**config.mk**
```make
export PLATFORM = sky130hd
export DESIGN_NAME = rpn_stack_calc
export DESIGN_NICKNAME = d
export VERILOG_FILES = /design/src/rtl/rpn_calc_pkg.sv /design/src/rtl/rpn_alu.sv /design/src/rtl/rpn_stack_calc.sv
export SDC_FILE = /design/constraint.sdc
export NUM_CORES = 1
export LEC_CHECK = 0
export ABC_AREA = 1
export CORE_MARGIN = 3
export CORE_UTILIZATION = 44
export CTS_BUF_LIST = sky130_fd_sc_hd__clkbuf_4 sky130_fd_sc_hd__clkbuf_8 sky130_fd_sc_hd__clkbuf_16
export CTS_CLUSTER_SIZE = 40
export DETAILED_ROUTE_END_ITERATION = 12
export GPL_TIMING_DRIVEN = 0
export HOLD_SLACK_MARGIN = 0.15
export SKIP_LAST_GASP = 1
export SLEW_MARGIN = 20
export SYNTH_ARGS = -nofsm -noshare
export SYNTH_HDL_FRONTEND = slang
export SYNTH_SLANG_ARGS = --single-unit
```
**constraint.sdc**
```tcl
create_clock -name clk -period 2.7 [get_ports clk]
set_input_delay 0.81 -clock clk [delete_from_list [all_inputs] [get_ports clk]]
set_output_delay 0.81 -clock clk [all_outputs]
set_load 0.05 [all_outputs]
```
**src/rtl/rpn_calc_pkg.sv**
```systemverilog
// rpn_calc_pkg
//   Shared types for the RPN stack calculator: ALU opcodes, control FSM
//   states, undo snapshot kinds and bit positions inside the {N,Z,C,V}
//   flag vector.
package rpn_calc_pkg;

    typedef enum logic [1:0] {
        OP_ADD = 2'b00,
        OP_SUB = 2'b01,
        OP_AND = 2'b10,
        OP_OR  = 2'b11
    } opcode_t;

    // Encodings are visible on status[1:0].
    typedef enum logic [1:0] {
        S_IDLE = 2'b00,
        S_EXEC = 2'b01,
        S_DONE = 2'b10
    } state_t;

    typedef enum logic [1:0] {
        SNAP_NONE = 2'b00,
        SNAP_PUSH = 2'b01,
        SNAP_OP   = 2'b10
    } snap_kind_t;

    localparam int unsigned FLAG_N = 3;
    localparam int unsigned FLAG_Z = 2;
    localparam int unsigned FLAG_C = 1;
    localparam int unsigned FLAG_V = 0;

endpackage

```
**src/rtl/rpn_alu.sv**
```systemverilog
// rpn_alu
//   Combinational ALU for the RPN calculator.
//   a, b   : operands (a = second-from-top, b = top of stack)
//   op     : ADD, SUB (a-b), AND, OR
//   result : a op b truncated to WIDTH
//   flags  : {N,Z,C,V}; C is carry for ADD and borrow for SUB,
//            C and V are 0 for logic ops
module rpn_alu
    import rpn_calc_pkg::*;
#(
    parameter int unsigned WIDTH = 16
) (
    input  logic [WIDTH-1:0] a,
    input  logic [WIDTH-1:0] b,
    input  opcode_t          op,
    output logic [WIDTH-1:0] result,
    output logic [3:0]       flags
);

    logic [WIDTH:0] ext;
    logic           carry;
    logic           ovf;

    always_comb begin
        ext    = '0;
        result = '0;
        carry  = 1'b0;
        ovf    = 1'b0;
        case (op)
            OP_ADD: begin
                ext    = {1'b0, a} + {1'b0, b};
                result = ext[WIDTH-1:0];
                carry  = ext[WIDTH];
                ovf    = (a[WIDTH-1] == b[WIDTH-1]) && (result[WIDTH-1] != a[WIDTH-1]);
            end
            OP_SUB: begin
                // Zero-extended subtraction wraps into bit WIDTH exactly when a < b.
                ext    = {1'b0, a} - {1'b0, b};
                result = ext[WIDTH-1:0];
                carry  = ext[WIDTH];
                ovf    = (a[WIDTH-1] != b[WIDTH-1]) && (result[WIDTH-1] != a[WIDTH-1]);
            end
            OP_AND: result = a & b;
            OP_OR:  result = a | b;
            default: result = '0;
        endcase

        flags         = '0;
        flags[FLAG_N] = result[WIDTH-1];
        flags[FLAG_Z] = (result == '0);
        flags[FLAG_C] = carry;
        flags[FLAG_V] = ovf;
    end

endmodule

```
**src/rtl/rpn_stack_calc.sv**
```systemverilog
// rpn_stack_calc
//   RPN calculator with a DEPTH-entry operand stack and one-level undo.
//   clk, reset  : system clock, synchronous active-high reset
//   enter_pulse : push data_in (is_op=0) or apply opcode data_in[1:0] (is_op=1)
//   undo_pulse  : revert the last accepted push or op
//   to_display  : top of stack, 0 when empty
//   flags       : {N,Z,C,V} of the last executed op
//   status      : {sticky error, state[1:0]}
//   count       : stack occupancy
//   busy        : high during the EXEC cycle, when pulses are ignored
module rpn_stack_calc
    import rpn_calc_pkg::*;
#(
    parameter int unsigned WIDTH = 16,
    parameter int unsigned DEPTH = 4,
    parameter int unsigned CNT_W = $clog2(DEPTH + 1)
) (
    input  logic             clk,
    input  logic             reset,
    input  logic             enter_pulse,
    input  logic             undo_pulse,
    input  logic             is_op,
    input  logic [WIDTH-1:0] data_in,
    output logic [WIDTH-1:0] to_display,
    output logic [3:0]       flags,
    output logic [2:0]       status,
    output logic [CNT_W-1:0] count,
    output logic             busy
);

    localparam int unsigned IDX_W = $clog2(DEPTH);

    logic [WIDTH-1:0] stack_q [DEPTH];
    logic [WIDTH-1:0] stack_d [DEPTH];
    logic [CNT_W-1:0] count_q, count_d;
    state_t           state_q, state_d;
    logic [WIDTH-1:0] a_q, a_d;
    logic [WIDTH-1:0] b_q, b_d;
    opcode_t          op_q, op_d;
    logic [3:0]       flags_q, flags_d;
    logic [3:0]       snap_flags_q, snap_flags_d;
    snap_kind_t       snap_q, snap_d;
    logic             err_q, err_d;

    logic [WIDTH-1:0] alu_result;
    logic [3:0]       alu_flags;
    logic [IDX_W-1:0] top_idx, sec_idx, cnt_idx;

    rpn_alu #(
        .WIDTH(WIDTH)
    ) u_alu (
        .a      (a_q),
        .b      (b_q),
        .op     (op_q),
        .result (alu_result),
        .flags  (alu_flags)
    );

    always_comb begin
        top_idx = IDX_W'(count_q - CNT_W'(1));
        sec_idx = IDX_W'(count_q - CNT_W'(2));
        cnt_idx = IDX_W'(count_q);
    end

    // The operand registers double as the undo snapshot of A and B: they are
    // only reloaded by the next op, which also replaces the snapshot.
    always_comb begin
        stack_d      = stack_q;
        count_d      = count_q;
        state_d      = state_q;
        a_d          = a_q;
        b_d          = b_q;
        op_d         = op_q;
        flags_d      = flags_q;
        snap_flags_d = snap_flags_q;
        snap_d       = snap_q;
        err_d        = err_q;

        case (state_q)
            S_EXEC: begin
                stack_d[sec_idx] = alu_result;
                count_d          = count_q - CNT_W'(1);
                flags_d          = alu_flags;
                state_d          = S_DONE;
            end
            default: begin
                state_d = S_IDLE;
                if (enter_pulse) begin
                    if (is_op) begin
                        if (count_q >= CNT_W'(2)) begin
                            a_d          = stack_q[sec_idx];
                            b_d          = stack_q[top_idx];
                            op_d         = opcode_t'(data_in[1:0]);
                            snap_flags_d = flags_q;
                            snap_d       = SNAP_OP;
                            err_d        = 1'b0;
                            state_d      = S_EXEC;
                        end else begin
                            err_d = 1'b1;
                        end
                    end else begin
                        if (count_q < CNT_W'(DEPTH)) begin
                            stack_d[cnt_idx] = data_in;
                            count_d          = count_q + CNT_W'(1);
                            snap_d           = SNAP_PUSH;
                            err_d            = 1'b0;
                        end else begin
                            err_d = 1'b1;
                        end
                    end
                end else if (undo_pulse) begin
                    case (snap_q)
                        SNAP_PUSH: begin
                            count_d = count_q - CNT_W'(1);
                            snap_d  = SNAP_NONE;
                            err_d   = 1'b0;
                        end
                        SNAP_OP: begin
                            // Result sits at top_idx; A goes back there, B above it.
                            stack_d[top_idx] = a_q;
                            stack_d[cnt_idx] = b_q;
                            count_d          = count_q + CNT_W'(1);
                            flags_d          = snap_flags_q;
                            snap_d           = SNAP_NONE;
                            err_d            = 1'b0;
                        end
                        default: err_d = 1'b1;
                    endcase
                end
            end
        endcase
    end

    always_ff @(posedge clk) begin
        if (reset) begin
            for (int unsigned i = 0; i < DEPTH; i++) begin
                stack_q[i] <= '0;
            end
            count_q      <= '0;
            state_q      <= S_IDLE;
            a_q          <= '0;
            b_q          <= '0;
            op_q         <= OP_ADD;
            flags_q      <= '0;
            snap_flags_q <= '0;
            snap_q       <= SNAP_NONE;
            err_q        <= 1'b0;
        end else begin
            stack_q      <= stack_d;
            count_q      <= count_d;
            state_q      <= state_d;
            a_q          <= a_d;
            b_q          <= b_d;
            op_q         <= op_d;
            flags_q      <= flags_d;
            snap_flags_q <= snap_flags_d;
            snap_q       <= snap_d;
            err_q        <= err_d;
        end
    end

    always_comb begin
        to_display = (count_q == '0) ? '0 : stack_q[top_idx];
        flags      = flags_q;
        status     = {err_q, state_q};
        count      = count_q;
        busy       = (state_q == S_EXEC);
    end

endmodule

```
# ---- Word level (Yosys, flattened, before mapping)
# Cells that the tools add are included.
dict set report word_totals {
  register_bits 114
  in_bits 21
  elab_cells 125
}
dict set report op_classes {
  add_sub_neg 5
  n_lt_le_gt_ge 8
  eq_ne 15
  muxes 52
  bitwise 8
  n_reduce_logical 23
}
# cell n
set op_table {}
lappend op_table {{$mux 64} 6}
lappend op_table {{$bwmux 64} 4}
lappend op_table {{$mux 16} 8}
lappend op_table {{$demux 16 s2} 3}
lappend op_table {{$bmux 16 s2} 2}
lappend op_table {{$pmux 16 s4} 1}
lappend op_table {{$add 16x16->17} 1}
lappend op_table {{$sub 16x16->17} 1}
lappend op_table {{$and 16x16->16} 1}
lappend op_table {{$logic_not 16->1} 1}
lappend op_table {{$mux 4} 4}
lappend op_table {{$or 16x16->16} 1}
lappend op_table {{$mux 3} 5}
lappend op_table {{$mux 2} 7}
lappend op_table {{$reduce_and 4->1} 3}
lappend op_table {{$ge 3x3->1 const B} 3}
lappend op_table {{$lt 3x1->1 const B} 3}
lappend op_table {{$mux 1} 9}
lappend op_table {{$not 2->3} 3}
lappend op_table {{$reduce_bool 2->1} 4}
lappend op_table {{$eq 2x1->1 const B} 3}
lappend op_table {{$eq 2x2->1 const B} 3}
lappend op_table {{$ne 3x1->1 const B} 2}
lappend op_table {{$ne 3x2->1 const B} 2}
lappend op_table {{21 further kinds} 31}

# ---- Depth between registers and ports, before layout
dict set report logic_depth {
  word_depth 12
  mapped_depth 20
  depth_no_buf 20
}

# ---- Modules after synthesis
# From an unflattened synthesis, not the netlist that was laid out.
dict set report hier_totals {
  cells_unflattened 1926
  hier_area_um2 10811.6
}
# module n_inst cells_each area_per_inst_um2 seq_area_each_um2
set by_module_without_submodules {}
lappend by_module_without_submodules {rpn_stack_calc 1 1425 8191.6 2282.2}
lappend by_module_without_submodules {rpn_alu 1 501 2620.0 0.0}

# ---- Worst setup path after synthesis
# Ideal clock, no wire load.
dict set report synth_timing {
  kind {register -> output}
  from {register count_q[0] (netlist: count[0])}
  to {output to_display[10]}
  t_arrival_ps 2899
  slack_ps -1009
  stages_incl_launch_ff 11
  n_path_buf 3
  path_cell_list {dfxtp_1 > inv_1 > clkbuf_1 > clkbuf_1 > ha_1 > inv_1 > clkbuf_1 > o21ai_0 > o22ai_1 > inv_1 > nor2_1}
}
dict set report synth_between {
  elab_chain_cells 6
  word_cells_on_any_way 7
}
# element line
set synth_rtl {}
lappend synth_rtl {{from (decl)} rpn_stack_calc.sv:35} ;# logic [CNT_W-1:0] count_q, count_d;
lappend synth_rtl {{from (signal assigned)} rpn_stack_calc.sv:150} ;# count_q <= count_d;
lappend synth_rtl {{$sub 3x1->3} n/a}
lappend synth_rtl {{$not 2->3 (not written as such)} rpn_stack_calc.sv:163} ;# to_display = (count_q == '0) ? '0 : stack_q[top_idx];
lappend synth_rtl {{$bmux 16 s2} rpn_stack_calc.sv:163}
lappend synth_rtl {{$mux 16 (not written as such) (2 in series)} rpn_stack_calc.sv:163}
lappend synth_rtl {{$mux 16 (*)} rpn_stack_calc.sv:163}
lappend synth_rtl {{to (decl)} rpn_stack_calc.sv:24} ;# output logic [WIDTH-1:0] to_display,
# Every way passes the cells marked *; elsewhere a longest branch is shown, timed or not. The select of a mux whose other input is x is not followed.

# ---- Worst setup path in the final report
dict set report layout_timing {
  from {register count_q[0] (netlist: count[0])}
  to {output to_display[13]}
}
# Same word-level chain as after synthesis.

==> results.py <==
metrics = {
    "route": {
        "dr.pass1.iters": 7,
        "final_antenna_net_count": 0,
        "drt-initial-drc-count": 1548,
        "via_per_inst": 6.33,
        "drc_errors": 0,
        "wl_per_cell_um": 24.1,
        "wl_um": 46100,
        "vias": 12100,
    },
    "clock_tree": {
        "root_buffer": "clkbuf_16",
        "clock_latency_ps": 430,
        "htree_levels": 4,
        "clk_path_buf_depth": 2,
        "cts_tree": "done",
        "cts.clk_slew.worst_paths_ps": 70,
        "cts_buffers": 17,
        "hold_buffers": 0,
        "clkSinkCount": 114,
    },
    "final_layout": {
        "fillCellCount": 2137,
        "final_core_util": 0.566,
        "multi_input_area_mm2": 0.00661,
        "fin_nets": 1698,
        "syn_to_final_growth_pct": 26.2,
        "layout_common_cells": "nand2_1, o21ai_0, nor2_1, inv_1, a21oi_1",
        "final_common_cell": "nand2_1",
        "ff_latch_area_mm2": 0.00232,
        "layout-drive-gt1-share": 0.190,
    },
    "floorplanning": {
        "core_area_mm2": 0.0211,
        "start_util": 0.449,
        "fp-row-count": 53,
        "die_w_um": 153,
        "ios": 48,
        "fp.dieH_um": 153,
        "dieArea_mm2": 0.0233,
    },
    "sta": {
        "maxSlewViolCount": 0,
        "tightest_slew_ps": 712,
        "setup_slack_ps": -459,
        "rsz0062_at_grt": "true",
        "max_clock_freq_mhz": 317,
        "period_needed_ps": 3160,
        "fin_skew_ps": 11.8,
        "tns_ps": -6650,
        "slew_headroom": 0.525,
        "finalCritPeriodShare": 1.17,
        "finalHoldViolCount": 0,
        "setup-violations-final": 17,
    },
    "worst_setup_path": {
        "r2r_start": "count[0]",
        "crit_fanout": 6,
        "start_kind": "flop",
        "r2r_slack_ps": 20,
        "critPathArrivalTime_ps": 2350,
        "setup.worst_path.class": "flop to primary output",
        "reg2reg_depth": 11,
        "r2r-end": "stack_q[45]",
        "worstPathRequired_ps": 1890,
        "crit_path_end_kind": "primary output",
    },
    "synthesis": {
        "ys_types": 46,
        "ys_seq_area_frac": 0.241,
        "avgSynthCellArea_um2": 6.24,
        "syn_inst": 1515,
        "syn-cell-area_mm2": 0.00946,
        "yosysWarningCount": 0,
        "synth_edf_count": 0,
        "syn_nets": 1593,
        "synthFlopType": "dfxtp_1",
        "synth_async_sr_flop_share": 0,
        "synth_seq_cells": 114,
    },
    "pwr": {
        "ir_drop_uv": 421,
        "powerDensity_mw_per_mm2": 773,
        "power.leakage_nw": 4.86,
    },
    "worst_hold_path": {
        "min_to": "snap_q[0]",
        "min_path_cells": 2,
        "min_from": "snap_q[0]",
        "holdCritPathClass": "flop to flop",
    },
    "global_route": {
        "grt_usage": 0.378,
        "grt_max_degree": 17,
        "grt_first_pass_wirelength_um": 67300,
        "grt_overflow": 0,
        "grt_pass1_vias": 10900,
        "antenna_found_initial": 0,
    },
    "place": {
        "place.detailed.hpwl_um": 35400,
        "gp_congestion": 0.996,
        "io_buffer_count": 47,
    },
    "job": {
        "drv_cap": 0,
    },
    "status": {
        "status": "complete, but fails checks",
        "failed_checks": "setup timing",
    },
}
## what timing repair did
| item | in CTS | in global routing |
|---|---|---|
| setup endpoints to repair | 89 | 118 |
| gates resized for setup | 196 | 141 |
| gates cloned | 2 | 0 |
| buffers inserted | 23 | 14 |
| pin swaps | 20 | 35 |
## flip-flops by register name, summed over array words and instances, names as in the netlist
register,cells
stack_q,64
count,3
flags,4
err_q,1
op_q,2
b_q,16
state_q,2
snap_flags_q,4
snap_q,2
a_q,16
## per-layer routing
metal / track usage / part of all wire / vias up
met5: 0 / 0 / -
met4: 0.216 / 0.068 / 0
met3: 0.0665 / 0.11 / 143
met2: 0.545 / 0.41 / 819
met1: 0.531 / 0.41 / 5680
li1: - / - / 5434
## worst max-delay path, stage by stage, from the launching register on
cell and delay [ps]:
dfxtp_4 380, inv_4 40, buf_8 110, clkbuf_16 150, ha_4 370, clkbuf_16 200
o21ai_2 70, o22ai_4 230, inv_2 90, nor2_4 120, buf_8 150
## synth_stat cells, types with 30 or more instances
cell / count / area, µm²
clkbuf_1: 58 / 218
dfxtp_1: 114 / 2280
nand3_1: 69 / 345
o21ai_0: 258 / 1290
nor2_1: 152 / 571
a31oi_1: 76 / 475
nand2_1: 247 / 927
a22oi_1: 58 / 435
ha_1: 55 / 688
a21oi_1: 122 / 611
buf_2: 30 / 150
inv_1: 146 / 548
## worst max path at each step
stage | endpoint | startpoint | slack (ps) | depth (start not counted)
3_3_place_gp | to_display[11] | count[1] | -1140 | 10
4_1_cts | to_display[8] | count[0] | -470 | 10
6_report | to_display[13] | count[0] | -460 | 10
5_1_grt | to_display[11] | count[0] | -480 | 11
2_1_floorplan | to_display[10] | count[0] | 6 | 10
3_5_place_dp | to_display[11] | count[1] | -1130 | 10
## kinds of logic after synthesis
group                    Yosys count  share of synthesized area
AO/OA/AOI/OAI                    564                      0.336
XOR/XNOR                           5                    0.00463
adder cells (fa/ha/maj)           57                     0.0770
buffers and inverters            262                      0.112
flip-flops                       114                      0.241
AND/OR/NAND/NOR                  513                      0.229
## layout make-up
type / count / share of cell area
repair buffers: 86 / 0.0720
clock buffers: 20 / 0.0380
inverters: 160 / 0.0524
clock inverters: 12 / 0.00912
multi-input cells: 1139 / 0.553
flip-flops and latches: 114 / 0.194
diodes: 1 / 0.000210
plain buffers: 102 / 0.0520
well taps: 275 / 0.0288
## through the flow
step                instances  hold WS, ps  instance area [µm²]  worst slack (ps)  power [mW]
floorplan                1515          438                 9620              6.43        4.73
global placement         1837          469                10400             -1140        6.09
detailed placement       1837          469                10400             -1130        6.11
CTS                      1894          478                11500              -468        8.70
global route             1908          520                11900              -478        9.60
finish                   1909          483                11900              -459        9.23
## where the power goes
group          total [mW]  switching [mW]  internal, mW
clock                2.24           0.931          1.31
sequential           2.13           0.240          1.89
combinational        4.87            3.25          1.62
No activity file was read; power rests on OpenSTA's default activity.
